$ cat src/rtl/qf_rfm_fifo_ctl.sv
// qf_rfm_fifo_ctl
//   Synchronous FIFO controller using an external register-file memory as
//   storage. Words arrive on a valid/ready push port and are written to the
//   memory through a registered write port. Words leave on a registered
//   valid/ready pop port that is refilled from the combinational memory read
//   port. Total capacity is DEPTH storage words plus one output-register word.
//
//   Optional feature macro: QF_RFM_FIFO_STATUS_EN adds the fifo_level and
//   fifo_afull status outputs and the PAR_AFULL_LEVEL parameter.
//
// Ports
//   rfm_clk      clock; controller on posedge, memory writes on negedge
//   rfm_rst      synchronous active-high reset
//   fifo_flush   synchronous clear of pointers and output stage
//   s_valid/s_ready/s_data   push port
//   m_valid/m_ready/m_data   pop port (m_data registered)
//   rfm_wr_en/rfm_wr_addr/rfm_wr_data   registered memory write port
//   rfm_rd_addr/rfm_rd_data             memory read port (read data is combinational)
//   fifo_level/fifo_afull               occupancy status (QF_RFM_FIFO_STATUS_EN only)
module qf_rfm_fifo_ctl #(
   parameter int PAR_MEMORY_WIDTH_BIT = 64,
   parameter int PAR_MEMORY_DEPTH_BIT = 4
`ifdef QF_RFM_FIFO_STATUS_EN
   ,parameter int PAR_AFULL_LEVEL     = (1 << PAR_MEMORY_DEPTH_BIT) - 2
`endif
) (
   input  logic                            rfm_clk,
   input  logic                            rfm_rst,
   input  logic                            fifo_flush,
   input  logic                            s_valid,
   input  logic [PAR_MEMORY_WIDTH_BIT-1:0] s_data,
   output logic                            s_ready,
   output logic                            m_valid,
   output logic [PAR_MEMORY_WIDTH_BIT-1:0] m_data,
   input  logic                            m_ready,
   output logic                            rfm_wr_en,
   output logic [PAR_MEMORY_DEPTH_BIT-1:0] rfm_wr_addr,
   output logic [PAR_MEMORY_WIDTH_BIT-1:0] rfm_wr_data,
   output logic [PAR_MEMORY_DEPTH_BIT-1:0] rfm_rd_addr,
   input  logic [PAR_MEMORY_WIDTH_BIT-1:0] rfm_rd_data
`ifdef QF_RFM_FIFO_STATUS_EN
   ,output logic [PAR_MEMORY_DEPTH_BIT+1:0] fifo_level,
   output logic                            fifo_afull
`endif
);

   localparam int AW = PAR_MEMORY_DEPTH_BIT;
   localparam logic [AW:0] DEPTH_CNT = {1'b1, {AW{1'b0}}};

   typedef enum logic {
      OUT_EMPTY = 1'b0,
      OUT_FULL  = 1'b1
   } out_state_t;

   out_state_t    out_state, out_state_nxt;
   logic [AW-1:0] wr_ptr, rd_ptr;
   logic [AW:0]   st_cnt;
   logic [AW:0]   st_cnt_vis;
   logic          wr_pend;     // last registered write is counted in st_cnt
   logic          push, pop, take, refill, bypass;

   always_comb begin
      s_ready       = (st_cnt < DEPTH_CNT) && !fifo_flush;
      m_valid       = (out_state == OUT_FULL);
      push          = s_valid && s_ready;
      pop           = m_valid && m_ready;
      take          = (out_state == OUT_EMPTY) || pop;
      // A word whose write is still pending is not yet read back from memory.
      st_cnt_vis    = st_cnt - {{AW{1'b0}}, wr_pend};
      refill        = take && (st_cnt_vis != '0);
      // Empty storage: route the incoming word straight to the output register.
      // Its memory write still happens but both pointers step past it.
      bypass        = take && push && (st_cnt == '0);
      out_state_nxt = out_state;
      if (refill || bypass) begin
         out_state_nxt = OUT_FULL;
      end else if (pop) begin
         out_state_nxt = OUT_EMPTY;
      end
   end

   always_ff @(posedge rfm_clk) begin
      if (rfm_rst || fifo_flush) begin
         out_state <= OUT_EMPTY;
      end else begin
         out_state <= out_state_nxt;
      end
   end

   always_ff @(posedge rfm_clk) begin
      if (rfm_rst) begin
         wr_ptr      <= '0;
         rd_ptr      <= '0;
         st_cnt      <= '0;
         wr_pend     <= 1'b0;
         m_data      <= '0;
         rfm_wr_en   <= 1'b0;
         rfm_wr_addr <= '0;
         rfm_wr_data <= '0;
      end else if (fifo_flush) begin
         wr_ptr    <= '0;
         rd_ptr    <= '0;
         st_cnt    <= '0;
         wr_pend   <= 1'b0;
         rfm_wr_en <= 1'b0;
      end else begin
         rfm_wr_en <= push;
         wr_pend   <= push && !bypass;
         if (push) begin
            rfm_wr_addr <= wr_ptr;
            rfm_wr_data <= s_data;
            wr_ptr      <= wr_ptr + 1'b1;
         end
         if (refill) begin
            m_data <= rfm_rd_data;
         end else if (bypass) begin
            m_data <= s_data;
         end
         if (refill || bypass) begin
            rd_ptr <= rd_ptr + 1'b1;
         end
         if (push && !bypass && !refill) begin
            st_cnt <= st_cnt + 1'b1;
         end else if (refill && !push) begin
            st_cnt <= st_cnt - 1'b1;
         end
      end
   end

   assign rfm_rd_addr = rd_ptr;

`ifdef QF_RFM_FIFO_STATUS_EN
   localparam int LW = AW + 2;
   localparam logic [LW-1:0] AFULL_LVL = LW'(PAR_AFULL_LEVEL);

   assign fifo_level = {1'b0, st_cnt} + {{(AW+1){1'b0}}, m_valid};
   assign fifo_afull = (fifo_level >= AFULL_LVL);
`endif

endmodule

$ cat config.mk
export PLATFORM = sky130hd
export DESIGN_NAME = qf_rfm_fifo_ctl
export DESIGN_NICKNAME = d
export VERILOG_FILES = /design/src/rtl/qf_rfm_fifo_ctl.sv
export SDC_FILE = /design/constraint.sdc
export NUM_CORES = 1
export LEC_CHECK = 0
export BUFFER_PORTS_ARGS = -buffer_cell sky130_fd_sc_hd__buf_2
export CAP_MARGIN = 20
export CORE_ASPECT_RATIO = 0.8
export CORE_MARGIN = 5
export CORE_UTILIZATION = 40
export DETAILED_ROUTE_END_ITERATION = 8
export PLACE_DENSITY = 0.7
export SETUP_SLACK_MARGIN = 0.05
export SYNTH_ARGS = -nofsm -noshare
export SYNTH_HDL_FRONTEND = slang
export SYNTH_SLANG_ARGS = --single-unit
$ cat constraint.sdc
create_clock -name rfm_clk -period 7.5 [get_ports rfm_clk]
set_clock_uncertainty 0.2 [all_clocks]
set_input_delay 0.75 -clock rfm_clk [delete_from_list [all_inputs] [get_ports rfm_clk]]
set_output_delay 0.75 -clock rfm_clk [all_outputs]
set_load 0.05 [all_outputs]
After elaboration in Yosys (flattened, before gate mapping) --
Index checks and enable logic that the tools add are counted. Widths: inputs -> output; s select.
Operators by class: bitwise gates (word level) 2, multiplexer cells 6, magnitude comparators 1, add/subtract/negate cells 5, reductions and logical operators 24
Operator list (number):
- $mux 64 | 2
- $mux 5 | 2
- $logic_and 1x1->1 | 9
- $add 4x1->4 const B | 2
- $reduce_bool 2->1 | 3
- $add 5x1->5 const B | 1
- $logic_not 5->1 | 1
- $lt 5x5->1 const B | 1
- $reduce_bool 5->1 | 1
- $sub 5x1->5 | 1
- $sub 5x1->5 const B | 1
- $logic_not 1->1 | 4
- $reduce_and 2->1 | 2
- $logic_or 1x1->1 | 3
- $mux 1 | 2
- $not 1->1 | 2
- $reduce_or 2->1 | 1
Storage, ports and cells: register bits after elaboration 148, logic and storage cells 47, input port bits 133, output and inout port bits 139

Logic depth before layout (Yosys ltp) --
depth in word-level cells 9, gate-level depth with buffers 12, depth with buffers taken out 12

Least setup slack after synthesis --
Ideal clock, no wire load.
path type input to register, start point input port fifo_flush, end point register st_cnt[4], cell stages on the path 10, slack 4.181 ns, library setup time 0.122 ns, required time 7.178 ns, data arrival time 2.997 ns, path buffers 1, cells stage by stage nor2_1 > and2_1 > clkbuf_1 > nand2b_1 > ha_1 > nor2b_1 > o21ai_0 > and4_1 > o21a_1 > nor3_1
On the way: cells in the longest elaborated chain, start to end 9
RTL lines:
- start: declaration | line 29 | input logic fifo_flush,
- $logic_not 1->1 | line 63 | s_ready = (st_cnt < DEPTH_CNT) && !fifo_flush;
- $logic_and 1x1->1 | line 63
- $logic_and 1x1->1 | line 65 | push = s_valid && s_ready;
- $logic_and 1x1->1 (2 in a row) | line 73 | bypass = take && push && (st_cnt == '0);
- $logic_not 1->1 | line 122 | if (push && !bypass && !refill) begin
- $logic_and 1x1->1 (2 in a row) | line 122
- $mux 5 or $reduce_bool 2->1 (tied branches)
- end signal: assignment | line 123 | st_cnt <= st_cnt + 1'b1;
- end signal: assignment | line 125 | st_cnt <= st_cnt - 1'b1;
- end: declaration | line 57 | logic [AW:0] st_cnt;
Parallel ways exist; a longest one is shown, timed or not. A chain may end at the register's enable or synchronous reset.

Worst setup path in the final report --
start point input port fifo_flush, end point register m_data[62]
On the way: cells in the longest elaborated chain, start to end 7
RTL lines:
- $logic_not 1->1 | line 63
- $logic_and 1x1->1 | line 63
- $logic_and 1x1->1 | line 65
- $logic_and 1x1->1 (2 in a row) | line 73
- $reduce_bool 2->1 (no line)
- $reduce_and 2->1 (no line) *
- end signal: assignment | line 115 | m_data <= rfm_rd_data;
- end signal: assignment | line 117 | m_data <= s_data;
- end: declaration | line 34 | output logic [PAR_MEMORY_WIDTH_BIT-1:0] m_data,
Every way passes the cells marked *; elsewhere a longest branch is shown, timed or not.

==> impl_metrics.tcl <==
set metrics [dict create \
    die_width_um 148.0 \
    cts_setup_buffers 0 \
    synthSimpleGateAreaFrac_pct 19.62 \
    finalMaxSlewViolations 0 \
    vias 5979 \
    synth-seq-cells 148 \
    power.density_nw_per_um2 585.9 \
    wl_per_cell_um 16.19 \
    slowest_stage "or3b_4" \
    cts_resized 0 \
    core_area_um2 14960 \
    drive_gt1_share_pct 36.13 \
    place.port_buffers 271 \
    synth_xor_area_share_pct 1.438 \
    ant_nets 0 \
    min_from "rfm_wr_data[22]$_SDFFE_PP0P_" \
    cp_data_arrival_time_ps 3460 \
    rr_endpoint "m_data[16]$_SDFFE_PP0P_" \
    track_usage_pct 20.90 \
    critPathRequiredTime_ps 7610 \
    rows 40 \
    cp_max_fo 75 \
    startpoint_type "input pin" \
    grt_first_pass_wirelength_mm 30.14 \
    yosysWarnings 0 \
    period_share_pct 44.55 \
    synth_nets 883 \
    ys_seq_area_share_pct 48.65 \
    antenna_found_initial 0 \
    wirelength_mm 19.11 \
    min_path_type "register to register" \
    synth_top_family_by_area "compound AO/OA/AOI/OAI gates" \
    vias_per_cell 5.067 \
    min_period_ps 3341 \
    peakVddDrop_mv 0.4018 \
    drc_errors 0 \
    dp_hpwl_mm 13.09 \
    power_uw 4776 \
    grt_max_degree 79 \
    die_area_um2 17810 \
    cts_tree "yes" \
    cts_root_buffer "clkbuf_16" \
    drt_iter0_markers 369 \
    path_cells "buf_2 > or3b_4 > nor3_4 > or2_2 > buf_4 > nor2_1 > a311oi_1" \
    overflow 0 \
    min_path_cells 2 \
    r2r_slack_ps 4190 \
    antenna_cells 0 \
    critPathCaptureType "register" \
    setup_violations 0 \
    area_growth_pct 33.84 \
    worstRegToRegCells 8 \
    first_pass_iters 4 \
    fin_tns_setup_ps 0 \
    synthCells 743 \
    cts.sinks 148 \
    clk_pin_slew_ps 60 \
    synth_cell_types 35 \
    setup.worst_path.class "input pin to register" \
    initial_core_util_pct 40.69 \
    timing.slew.headroom_pct 34.19 \
    regToRegStartpoint "st_cnt[0]$_SDFFE_PP0P_" \
    cts_buffer_depth 2 \
    netlist_area_um2 6090 \
    clk_latency_ps 400 \
    hold_viol_final 0 \
    synth_mux_area_share_pct 0.6575 \
    ctsHoldBuffers 0 \
    maxCapViolCount 0 \
    dieHeight_um 120.4 \
    status "finished clean" \
    layout.nets 1118 \
    ctsHtreeMaxLevel 4 \
    timing.fmax_mhz 299.3 \
    io-pin-count 272 \
    gp_congestion 0.7925 \
    syn_area_per_cell_um2 8.196 \
    max_stage_delay_ps 710 \
    grt_pass1_vias 5906 \
    cts_made_buffers 17 \
    min_to "rfm_wr_data[22]$_SDFFE_PP0P_" \
    worst_pin_slew_ps 987.2 \
    synth_compound_area_share_pct 23.48 \
    leakage_uw 0.003658 \
    rsz0062_at_grt "no" \
    synth_adder_area_share_pct 1.562 \
]
-- power breakdown --
group          internal, uW  leakage (uW)  switching, uW
logic                   772       0.00213           1990
registers               964       0.00121           94.6
clock network           626      0.000315            332
total                  2360       0.00366           2410
-- cell type report --
cell class              count  area [um^2]
multi-input cells         530         2869
well taps                 189        236.5
clock buffers              20        436.7
flip-flops and latches    148         2963
inverters                   4        15.01
fillers                  1384         6814
repair buffers            277         1404
clock inverters            12        226.5
-- per-stage QoR --
| stage | setup slack [ps] | instance area (um^2) | std cells | hold WS (ps) | util, % |
|---|---|---|---|---|---|
| 4_1_cts | 4154 | 8150 | 1180 | 252.5 | 54.46 |
| 5_1_grt | 3876 | 8150 | 1180 | 273.5 | 54.46 |
| 6_report | 4159 | 8150 | 1180 | 250.5 | 54.46 |
| 3_5_place_dp | 3734 | 7487 | 1148 | 244.0 | 50.03 |
| 2_1_floorplan | 4181 | 6090 | 743 | 243.7 | - |
| 3_3_place_gp | 3791 | 7487 | 1148 | 238.3 | 50.03 |
-- Yosys cell counts (all sizes together) --
library cell,n,area [um^2]
a211oi,66,695.7
a21o,2,15.01
a21oi,134,670.6
a311oi,1,8.760
a31oi,1,6.260
and2,1,6.260
and4,1,8.760
buf,12,80.08
clkbuf,49,183.9
dfxtp,148,2963
fa,1,20.02
ha,6,75.07
inv,4,15.01
mux2i,4,40.04
nand2,204,765.7
nand2b,1,6.260
nand4,1,6.260
nor2,80,302.8
nor2b,2,12.51
nor3,3,26.28
nor4b,1,15.01
o2111ai,1,8.760
o21a,2,15.01
o21ai,2,10.01
or2,4,25.02
or3b,1,8.760
or4,1,11.26
xnor2,5,43.79
xor2,5,43.79
-- sequential cells by signal, indices dropped and copies added (netlist names) --
register	flops
m_valid	1
rfm_rd_addr	4
m_data	64
wr_ptr	4
st_cnt	5
wr_pend	1
rfm_wr_en	1
rfm_wr_data	64
rfm_wr_addr	4
-- worst max-delay path by stage --
stage | from | to | slack, ps
global placement | fifo_flush | m_data[62]$_SDFFE_PP0P_ | 3790
CTS | fifo_flush | m_data[62]$_SDFFE_PP0P_ | 4150
detailed placement | fifo_flush | m_data[62]$_SDFFE_PP0P_ | 3730
finish | fifo_flush | m_data[62]$_SDFFE_PP0P_ | 4160
floorplan | fifo_flush | st_cnt[4]$_SDFFE_PP0P_ | 4180
global route | st_cnt[0]$_SDFFE_PP0P_ | st_cnt[4]$_SDFFE_PP0P_ | 3880
-- layout by cell type (no fill, tap or decap), types with 2 or more instances in the layout --
cell type / count
mux2i_1: 4
nand2_1: 204
nor3_1: 2
a211oi_1: 26
clkbuf_16: 17
xor2_1: 5
xnor2_1: 5
clkinv_4: 2
o21a_1: 2
dfxtp_1: 148
buf_4: 7
nor2_1: 79
a21oi_1: 133
o21ai_0: 2
nor2b_1: 2
buf_2: 270
bufinv_16: 6
inv_1: 4
clkinvlp_4: 2
ha_1: 6
clkbuf_1: 3
or2_2: 4
a211oi_2: 40
-- worst max-delay path: cells and delay by family --
family          cells  cell delay [ps]
buf+inv             2              620
simple gates        4             1790
compound gates      1              230
-- cell families after synthesis --
family / after synthesis
DFF: 148
adders and majority gates: 7
AOI/OAI and AO/OA: 209
buffers and inverters: 65
and+or+nand+nor: 300
muxes: 4
xor gates and xnor gates: 10
-- routing by layer --
metal  global-route usage (%)  up-vias  share of wire (%)
met2                    34.89      235                 46
met5                        0        -                  0
met1                    25.12     2749                 42
li1                         -     2977                  -
met3                    8.730       18                 10
met4                    5.193        0                1.2
No activity file was read; power rests on OpenSTA's default activity.
